### src/rtl/mem_stage_arbiter_if.sv
// Data-memory port bus: the MEM-stage arbiter drives it as master, the memory answers as slave.
interface mem_stage_arbiter_if #(
    parameter int AW = 16,
    parameter int DW = 16
);
    logic          mem_req;
    logic          mem_we;
    logic [AW-1:0] mem_addr;
    logic [DW-1:0] mem_wdata;
    logic [DW-1:0] mem_rdata;
    logic          mem_ready;

    modport master (
        output mem_req, mem_we, mem_addr, mem_wdata,
        input  mem_rdata, mem_ready
    );

    modport slave (
        input  mem_req, mem_we, mem_addr, mem_wdata,
        output mem_rdata, mem_ready
    );
endinterface

### src/rtl/mem_stage_arbiter.sv
// MEM-stage data-memory sequencer sharing one memory port between the CPU and a DMA requester.
// Optional access timeout with sticky bus_err is enabled by defining MEM_TIMEOUT_EN.
module mem_stage_arbiter #(
    parameter int AW           = 16,
    parameter int DW           = 16,
    parameter int STARVE_LIMIT = 4,
    parameter int TIMEOUT      = 15
) (
    input  logic                clk,
    input  logic                reset,
    input  logic                MemWriteM,
    input  logic                MemToRegM,
    input  logic [AW-1:0]       alu_resultM,
    input  logic [DW-1:0]       wdataM,
    output logic                stallM,
    output logic [DW-1:0]       cpu_rdata,
    output logic                cpu_rvalid,
    input  logic                dma_req,
    input  logic                dma_we,
    input  logic [AW-1:0]       dma_addr,
    input  logic [DW-1:0]       dma_wdata,
    output logic                dma_gnt,
    output logic                dma_done,
    output logic [DW-1:0]       dma_rdata,
    mem_stage_arbiter_if.master memBus,
    output logic                bus_err
);

    typedef enum logic [1:0] {IDLE, CPU_ACC, DMA_ACC} state_t;

    state_t        r_state;
    state_t        w_nextState;

    logic          w_cpuReq;
    logic          w_grantCpu;
    logic          w_grantDma;
    logic          w_finish;
    logic          w_abort;
    logic [DW-1:0] w_rdataIn;

    logic [3:0]    r_starveCnt;
    logic          r_memReq;
    logic          r_memWe;
    logic [AW-1:0] r_memAddr;
    logic [DW-1:0] r_memWdata;
    logic [DW-1:0] r_cpuRdata;
    logic          r_cpuRvalid;
    logic [DW-1:0] r_dmaRdata;
    logic          r_dmaDone;
    logic          r_dmaGnt;

    assign w_cpuReq = MemWriteM | MemToRegM;

    always_ff @(posedge clk) begin
        if (reset) begin
            r_state <= IDLE;
        end else begin
            r_state <= w_nextState;
        end
    end

    // CPU wins contention unless DMA has been passed over STARVE_LIMIT times in a row
    always_comb begin
        w_nextState = r_state;
        w_grantCpu  = 1'b0;
        w_grantDma  = 1'b0;
        w_finish    = 1'b0;
        case (r_state)
            IDLE: begin
                if (dma_req && (!w_cpuReq || r_starveCnt == 4'(STARVE_LIMIT))) begin
                    w_grantDma  = 1'b1;
                    w_nextState = DMA_ACC;
                end else if (w_cpuReq) begin
                    w_grantCpu  = 1'b1;
                    w_nextState = CPU_ACC;
                end
            end
            CPU_ACC, DMA_ACC: begin
                if (memBus.mem_ready || w_abort) begin
                    w_finish    = 1'b1;
                    w_nextState = IDLE;
                end
            end
            default: w_nextState = IDLE;
        endcase
    end

    assign w_rdataIn = w_abort ? '0 : memBus.mem_rdata;

    always_ff @(posedge clk) begin
        if (reset) begin
            r_starveCnt <= '0;
            r_memReq    <= 1'b0;
            r_memWe     <= 1'b0;
            r_memAddr   <= '0;
            r_memWdata  <= '0;
            r_cpuRdata  <= '0;
            r_cpuRvalid <= 1'b0;
            r_dmaRdata  <= '0;
            r_dmaDone   <= 1'b0;
            r_dmaGnt    <= 1'b0;
        end else begin
            r_cpuRvalid <= 1'b0;
            r_dmaDone   <= 1'b0;
            r_dmaGnt    <= w_grantDma;
            r_memReq    <= (w_nextState != IDLE);

            if (w_grantCpu) begin
                r_memWe    <= MemWriteM;
                r_memAddr  <= alu_resultM;
                r_memWdata <= wdataM;
            end else if (w_grantDma) begin
                r_memWe    <= dma_we;
                r_memAddr  <= dma_addr;
                r_memWdata <= dma_wdata;
            end

            if (w_finish && r_state == CPU_ACC) begin
                r_cpuRdata  <= w_rdataIn;
                r_cpuRvalid <= 1'b1;
            end else if (w_finish && r_state == DMA_ACC) begin
                r_dmaRdata  <= w_rdataIn;
                r_dmaDone   <= 1'b1;
            end

            // Counts only grants the CPU takes while DMA is actually waiting
            if (!dma_req || w_grantDma) begin
                r_starveCnt <= '0;
            end else if (w_grantCpu && r_starveCnt != 4'(STARVE_LIMIT)) begin
                r_starveCnt <= r_starveCnt + 4'd1;
            end
        end
    end

`ifdef MEM_TIMEOUT_EN
    logic [7:0] r_waitCnt;
    logic       r_busErr;

    // Abort lands on the TIMEOUT-th waiting ACC cycle so the stall releases in that same cycle
    assign w_abort = (r_state != IDLE) && !memBus.mem_ready && (r_waitCnt == 8'(TIMEOUT - 1));

    always_ff @(posedge clk) begin
        if (reset) begin
            r_waitCnt <= '0;
            r_busErr  <= 1'b0;
        end else begin
            if (r_state == IDLE) begin
                r_waitCnt <= '0;
            end else if (!memBus.mem_ready) begin
                r_waitCnt <= r_waitCnt + 8'd1;
            end
            if (w_abort) begin
                r_busErr <= 1'b1;
            end
        end
    end

    assign bus_err = r_busErr;
`else
    assign w_abort = 1'b0;
    assign bus_err = 1'b0;
`endif

    assign stallM = !reset && w_cpuReq && !(r_state == CPU_ACC && w_finish);

    assign cpu_rdata        = r_cpuRdata;
    assign cpu_rvalid       = r_cpuRvalid;
    assign dma_rdata        = r_dmaRdata;
    assign dma_done         = r_dmaDone;
    assign dma_gnt          = r_dmaGnt;
    assign memBus.mem_req   = r_memReq;
    assign memBus.mem_we    = r_memWe;
    assign memBus.mem_addr  = r_memAddr;
    assign memBus.mem_wdata = r_memWdata;

endmodule

### src/flat_wrapper.sv
// flat-port wrapper written by rule: the top's interface ports become plain ports
module mem_stage_arbiter_flat 
#(
    parameter int AW           = 16,
    parameter int DW           = 16,
    parameter int STARVE_LIMIT = 4,
    parameter int TIMEOUT      = 15
)
  (clk, reset, MemWriteM, MemToRegM, alu_resultM, wdataM, stallM, cpu_rdata, cpu_rvalid, dma_req, dma_we, dma_addr, dma_wdata, dma_gnt, dma_done, dma_rdata, bus_err, memBus_mem_req, memBus_mem_we, memBus_mem_addr, memBus_mem_wdata, memBus_mem_rdata, memBus_mem_ready);
  mem_stage_arbiter_if #(.AW(AW), .DW(DW)) memBus_i ();
  input  logic clk;
  input  logic reset;
  input  logic MemWriteM;
  input  logic MemToRegM;
  input  logic [AW-1:0] alu_resultM;
  input  logic [DW-1:0] wdataM;
  output logic stallM;
  output logic [DW-1:0] cpu_rdata;
  output logic cpu_rvalid;
  input  logic dma_req;
  input  logic dma_we;
  input  logic [AW-1:0] dma_addr;
  input  logic [DW-1:0] dma_wdata;
  output logic dma_gnt;
  output logic dma_done;
  output logic [DW-1:0] dma_rdata;
  output logic bus_err;
  output wire logic [$bits(memBus_i.mem_req)-1:0] memBus_mem_req;
  output wire logic [$bits(memBus_i.mem_we)-1:0] memBus_mem_we;
  output wire logic [$bits(memBus_i.mem_addr)-1:0] memBus_mem_addr;
  output wire logic [$bits(memBus_i.mem_wdata)-1:0] memBus_mem_wdata;
  input wire logic [$bits(memBus_i.mem_rdata)-1:0] memBus_mem_rdata;
  input wire logic [$bits(memBus_i.mem_ready)-1:0] memBus_mem_ready;
  assign memBus_mem_req = memBus_i.mem_req;
  assign memBus_mem_we = memBus_i.mem_we;
  assign memBus_mem_addr = memBus_i.mem_addr;
  assign memBus_mem_wdata = memBus_i.mem_wdata;
  assign memBus_i.mem_rdata = memBus_mem_rdata;
  assign memBus_i.mem_ready = memBus_mem_ready;
  mem_stage_arbiter #(.AW(AW), .DW(DW), .STARVE_LIMIT(STARVE_LIMIT), .TIMEOUT(TIMEOUT)) u_core (.clk(clk), .reset(reset), .MemWriteM(MemWriteM), .MemToRegM(MemToRegM), .alu_resultM(alu_resultM), .wdataM(wdataM), .stallM(stallM), .cpu_rdata(cpu_rdata), .cpu_rvalid(cpu_rvalid), .dma_req(dma_req), .dma_we(dma_we), .dma_addr(dma_addr), .dma_wdata(dma_wdata), .dma_gnt(dma_gnt), .dma_done(dma_done), .dma_rdata(dma_rdata), .memBus(memBus_i), .bus_err(bus_err));
endmodule
### config.mk
export PLATFORM = sky130hd
export DESIGN_NAME = mem_stage_arbiter_flat
export DESIGN_NICKNAME = d
export VERILOG_FILES = /design/src/rtl/mem_stage_arbiter_if.sv /design/src/rtl/mem_stage_arbiter.sv /design/src/flat_wrapper.sv
export SDC_FILE = /design/constraint.sdc
export NUM_CORES = 1
export LEC_CHECK = 0
export CAP_MARGIN = 0
export CORE_MARGIN = 5
export CORE_UTILIZATION = 38
export DETAILED_ROUTE_END_ITERATION = 6
export GPL_ROUTABILITY_DRIVEN = 0
export HOLD_SLACK_MARGIN = 0.06
export PLACE_DENSITY = 0.82
export SLEW_MARGIN = 20
export SYNTH_ARGS = -nofsm -noshare
export SYNTH_HDL_FRONTEND = slang
export SYNTH_SLANG_ARGS = --single-unit
### constraint.sdc
create_clock -name clk -period 2 [get_ports clk]
set_input_delay 0.4 -clock clk [delete_from_list [all_inputs] [get_ports clk]]
set_output_delay 0.4 -clock clk [all_outputs]
set_load 0.01 [all_outputs]
Yosys cells after proc, flatten, opt, wreduce, memory -nomap -nowiden
Cells that the tools add are included.
- bits in registers: 75
- input port bits: 87
- output and inout port bits: 71
- logic and storage cells: 56
- add/subtract/negate cells: 1
- equal/unequal tests: 4
- muxes and demuxes: 19
- bitwise logic cells: 2
- reduce and logical (&&, ||, !) cells: 19
- operator list (operator ; number):
    $mux W16 ; 4
    $mux W1 ; 11
    $logic_and A1 B1 Y1 ; 6
    $mux W2 ; 3
    $reduce_or A2 Y1 ; 3
    $add A4 B1 Y4 const B ; 1
    $eq A4 B3 Y1 const B ; 1
    $logic_not A1 Y1 ; 4
    $ne A4 B3 Y1 const B ; 1
    $pmux W2 S2 ; 1
    $reduce_bool A2 Y1 ; 2
    $eq A2 B1 Y1 const B ; 1
    $eq A2 B2 Y1 const B ; 1
    $logic_not A2 Y1 ; 1
    $logic_or A1 B1 Y1 ; 2
    $reduce_and A2 Y1 ; 1
    $not A1 Y1 ; 1
    $or A1 B1 Y1 ; 1

Depth between registers and ports, before layout
- word-level depth: 8
- depth in mapped cells: 8

Worst setup path after synthesis
OpenSTA, ideal clock, no wires.
- path type: flip-flop to output port
- start: reg u_core.r_state[0]
- end: out stallM
- data arrival time: 1.561 ns
- required time: 1.600 ns
- setup slack: 0.039 ns
- stages on the path, launching flop included: 6
- cells stage by stage: dfxtp_1 > inv_1 > ha_1 > a31oi_1 > buf_2 > o21a_1
- word-level cells in the longest chain between the ends: 6
- elaborated cells between the ends (all ways): 7
- those cells by class: 2 x eq/ne; 1 x mux; 4 x reduce/logical
- RTL lines (element ; RTL line ; text):
    from (decl) ; mem_stage_arbiter.sv:31 ; state_t r_state;
    from (signal assigned) ; mem_stage_arbiter.sv:58 ; r_state <= w_nextState;
    $eq A2 B2 Y1 or $eq A2 B1 Y1 (tied branches) ; mem_stage_arbiter.sv:68, mem_stage_arbiter.sv:164 ;
    $reduce_or A2 Y1 ; mem_stage_arbiter.sv:68 ; case (r_state)
    $mux W1 ; mem_stage_arbiter.sv:68 ;
    $logic_and A1 B1 Y1 * ; mem_stage_arbiter.sv:164 ; assign stallM = !reset && w_cpuReq && !(r_state == CPU_ACC && w_finish);
    $logic_not A1 Y1 * ; mem_stage_arbiter.sv:164 ;
    $logic_and A1 B1 Y1 * ; mem_stage_arbiter.sv:164 ;
    to (decl) ; flat_wrapper.sv:17 ; output logic stallM;
Mark *: on every way between the ends. The rest lies on a longest branch, timed or not.

Final worst setup path
Ends and elaborated chain as after synthesis.

==> metrics.txt <==
status complete, no violations; P&R area growth vs syn 70.8%; CTS sink count 75; # DRC 0; WP data required about 1.6 ns; total gr overflow 0; Worst path slowest cell dfxtp_2; Setup WS pre-CTS -0.136 ns; Post-CTS Setup Inserts 0; CP startpoint kind flop; average size of a mapped cell 9.99 um^2; fin crit share 0.947; CTS tree done; most frequent cells in the layout clkdlybuf4s50_1 (154), dfxtp_1 (73), nor2_1 (38); total wire length 9070 um; starting density of the core 0.386; DIE AREA 9150 um^2; Netlist cell types 33; antenna violations before repair 0; CTS Buf Count 9; worst-margin pin slew 0.594 ns; Row Count 31; Routed Antenna Nets 0; Skew-Pair Late Insertion Delay 0.34 ns; max frequency around 0.53 GHz; clock tree buffer depth 2; largest net degree at the start of global routing 57; Cell Area, Placed about 4500 um^2; initial drt markers between 200 and 250; register area share after synthesis 0.539; WHS between 0.4 and 0.5 ns; vias in the first global route between 2000 and 3000; Bufs and invs on worst path 2; leakage power 1.75 nW; Fin. Hold Viols 0; core area 7210 um^2; crit-path cells inv_2 > ha_4 > a31oi_4 > o21a_1 > clkdlybuf4s15_2; H-tree depth 3; CP endpoint kind output port; path depth of the worst reg2reg path 6; Avg WL per Cell 16.6 um; global-route wire length before repair 13800 um; WP depth 5; Synthesis Warnings 0; Ports 158; final instance area about 4800 um^2; Clock Skew 0.00960 ns; Hold Path Depth 2; DP Wirelength 6580 um; power consumption 3.60 mW; post-synthesis net count around 370; Root Driver clkbuf_8; crit-path max FO 3; Slew Limit Fails 0; normalized max-slew margin 0.604; # port buffers 156; setup TNS 0 ns; setup violators final 0; time the worst path needs with I/O delays and setup approximately 1.9 ns; critical path's top delay family flip-flops; biggest area consumer among synthesized cells dfxtp_1; worst hold path type flop to flop; Worst path max stage delay roughly 0.33 ns; #FFs+latches synth 75; die span in x 95.6 um; max_cap viols 0; NumNets Final 535; most common cell after layout, fill and taps aside clkdlybuf4s50_1; Power Density 757 nW/um^2; Worst-path clk slew 0.07 ns; area fraction of the dominant cell type after synthesis 0.539; Vias/cell between 5 and 6; RSZ-0062 raised after global routing false; Die H 95.6 um; DRT Pass-1 Iters 5; post-synthesis cell count 279; top post-synthesis cells by area dfxtp_1 (54%), a222oi_1 (11%), nor2_1 (5.1%); final worst slack 0.107 ns; Antenna diodes 0; synthesized area 2790 um^2; share of layout cells above drive strength 1 0.112; Crit path arrival time 1.49 ns; Crit Path Class flop to output port; Peak supply drop 0.000495 V; Total GRT Usage 0.193; via count 2830
## through the flow
| stage | util | cells |
|---|---|---|
| floorplan | - | 279 |
| global placement | 0.626 | 530 |
| detailed placement | 0.626 | 530 |
| CTS | 0.658 | 546 |
| global route | 0.660 | 546 |
| finish | 0.660 | 546 |
## layer usage
| layer | up-vias | share of wire | GRT usage |
|---|---|---|---|
| li1 | 1361 | - | - |
| met1 | 1327 | 0.38 | 0.210 |
| met2 | 133 | 0.48 | 0.331 |
| met3 | 9 | 0.12 | 0.0789 |
| met4 | 0 | 0.0090 | 0.0782 |
| met5 | - | 0 | 0 |
## where the power goes
group          switching (mW)  internal, mW
sequential             0.0470          1.58
clock                   0.534         0.675
combinational           0.319         0.444
## layout make-up
| class | count | area [um^2] |
|---|---|---|
| Clock buffer | 12 | 165 |
| Clock inverter | 4 | 47.5 |
| Fill cell | 590 | 2450 |
| Inverter | 4 | 15.0 |
| Multi-Input combinational cell | 179 | 1190 |
| Sequential cell | 75 | 1500 |
| Tap cell | 99 | 124 |
| Timing Repair Buffer | 173 | 1710 |
## timing repair
action | in CTS | in global routing
pin swaps | 1 | 1
resized for setup | 5 | 6
endpoints found under the setup margin | 1 | 2
hold buffers | 0 | 0
## worst paths after layout
check                                      startpoint                    endpoint  slack, ns
worst max-delay path                u_core.r_state[0]                      stallM       0.11
worst min-delay path             u_core.dma_rdata[14]        u_core.dma_rdata[14]       0.45
worst max register to register  u_core.r_starveCnt[0]  u_core.memBus.mem_wdata[4]       0.13
worst min register to register   u_core.dma_rdata[14]        u_core.dma_rdata[14]       0.45
## flip-flops by register name, indices dropped and copies added (netlist names)
register / count
u_core.memBus.mem_we: 1
u_core.memBus.mem_req: 1
u_core.dma_gnt: 1
u_core.cpu_rdata: 16
u_core.r_state: 2
u_core.r_starveCnt: 4
u_core.dma_done: 1
u_core.memBus.mem_wdata: 16
u_core.memBus.mem_addr: 16
u_core.dma_rdata: 16
u_core.cpu_rvalid: 1
## tightest hold or removal path, stage by stage, from the launching register on
cell and delay (ns):
dfxtp_1 0.31, nand2_1 0.05, a21oi_1 0.05
## kinds of logic (layout without fill, tap and decap cells)
logic type	after synthesis	count (layout)	synth area share
buffers and inverters	25	193	0.0467
AND/OR/NAND/NOR	90	90	0.144
flip-flops	75	75	0.539
AO/OA/AOI/OAI	79	79	0.233
XOR/XNOR	3	3	0.00943
other	1	1	0.00135
adder cells (fa/ha/maj)	6	6	0.0269
## synth_stat cells (all sizes together)
library cell / count
dfxtp: 75
nor2: 39
nand2: 36
a222oi: 32
a21oi: 18
a22o: 16
buf: 12
clkbuf: 9
ha: 6
o21ai: 5
inv: 4
nor3b: 4
nor3: 3
o21a: 3
xnor2: 3
a211oi: 2
nand3: 2
a311oi: 1
a31oi: 1
and2b: 1
and3: 1
and3b: 1
and4b: 1
conb: 1
nand3b: 1
nor2b: 1
o31ai: 1
No activity file was read; power rests on OpenSTA's default activity.
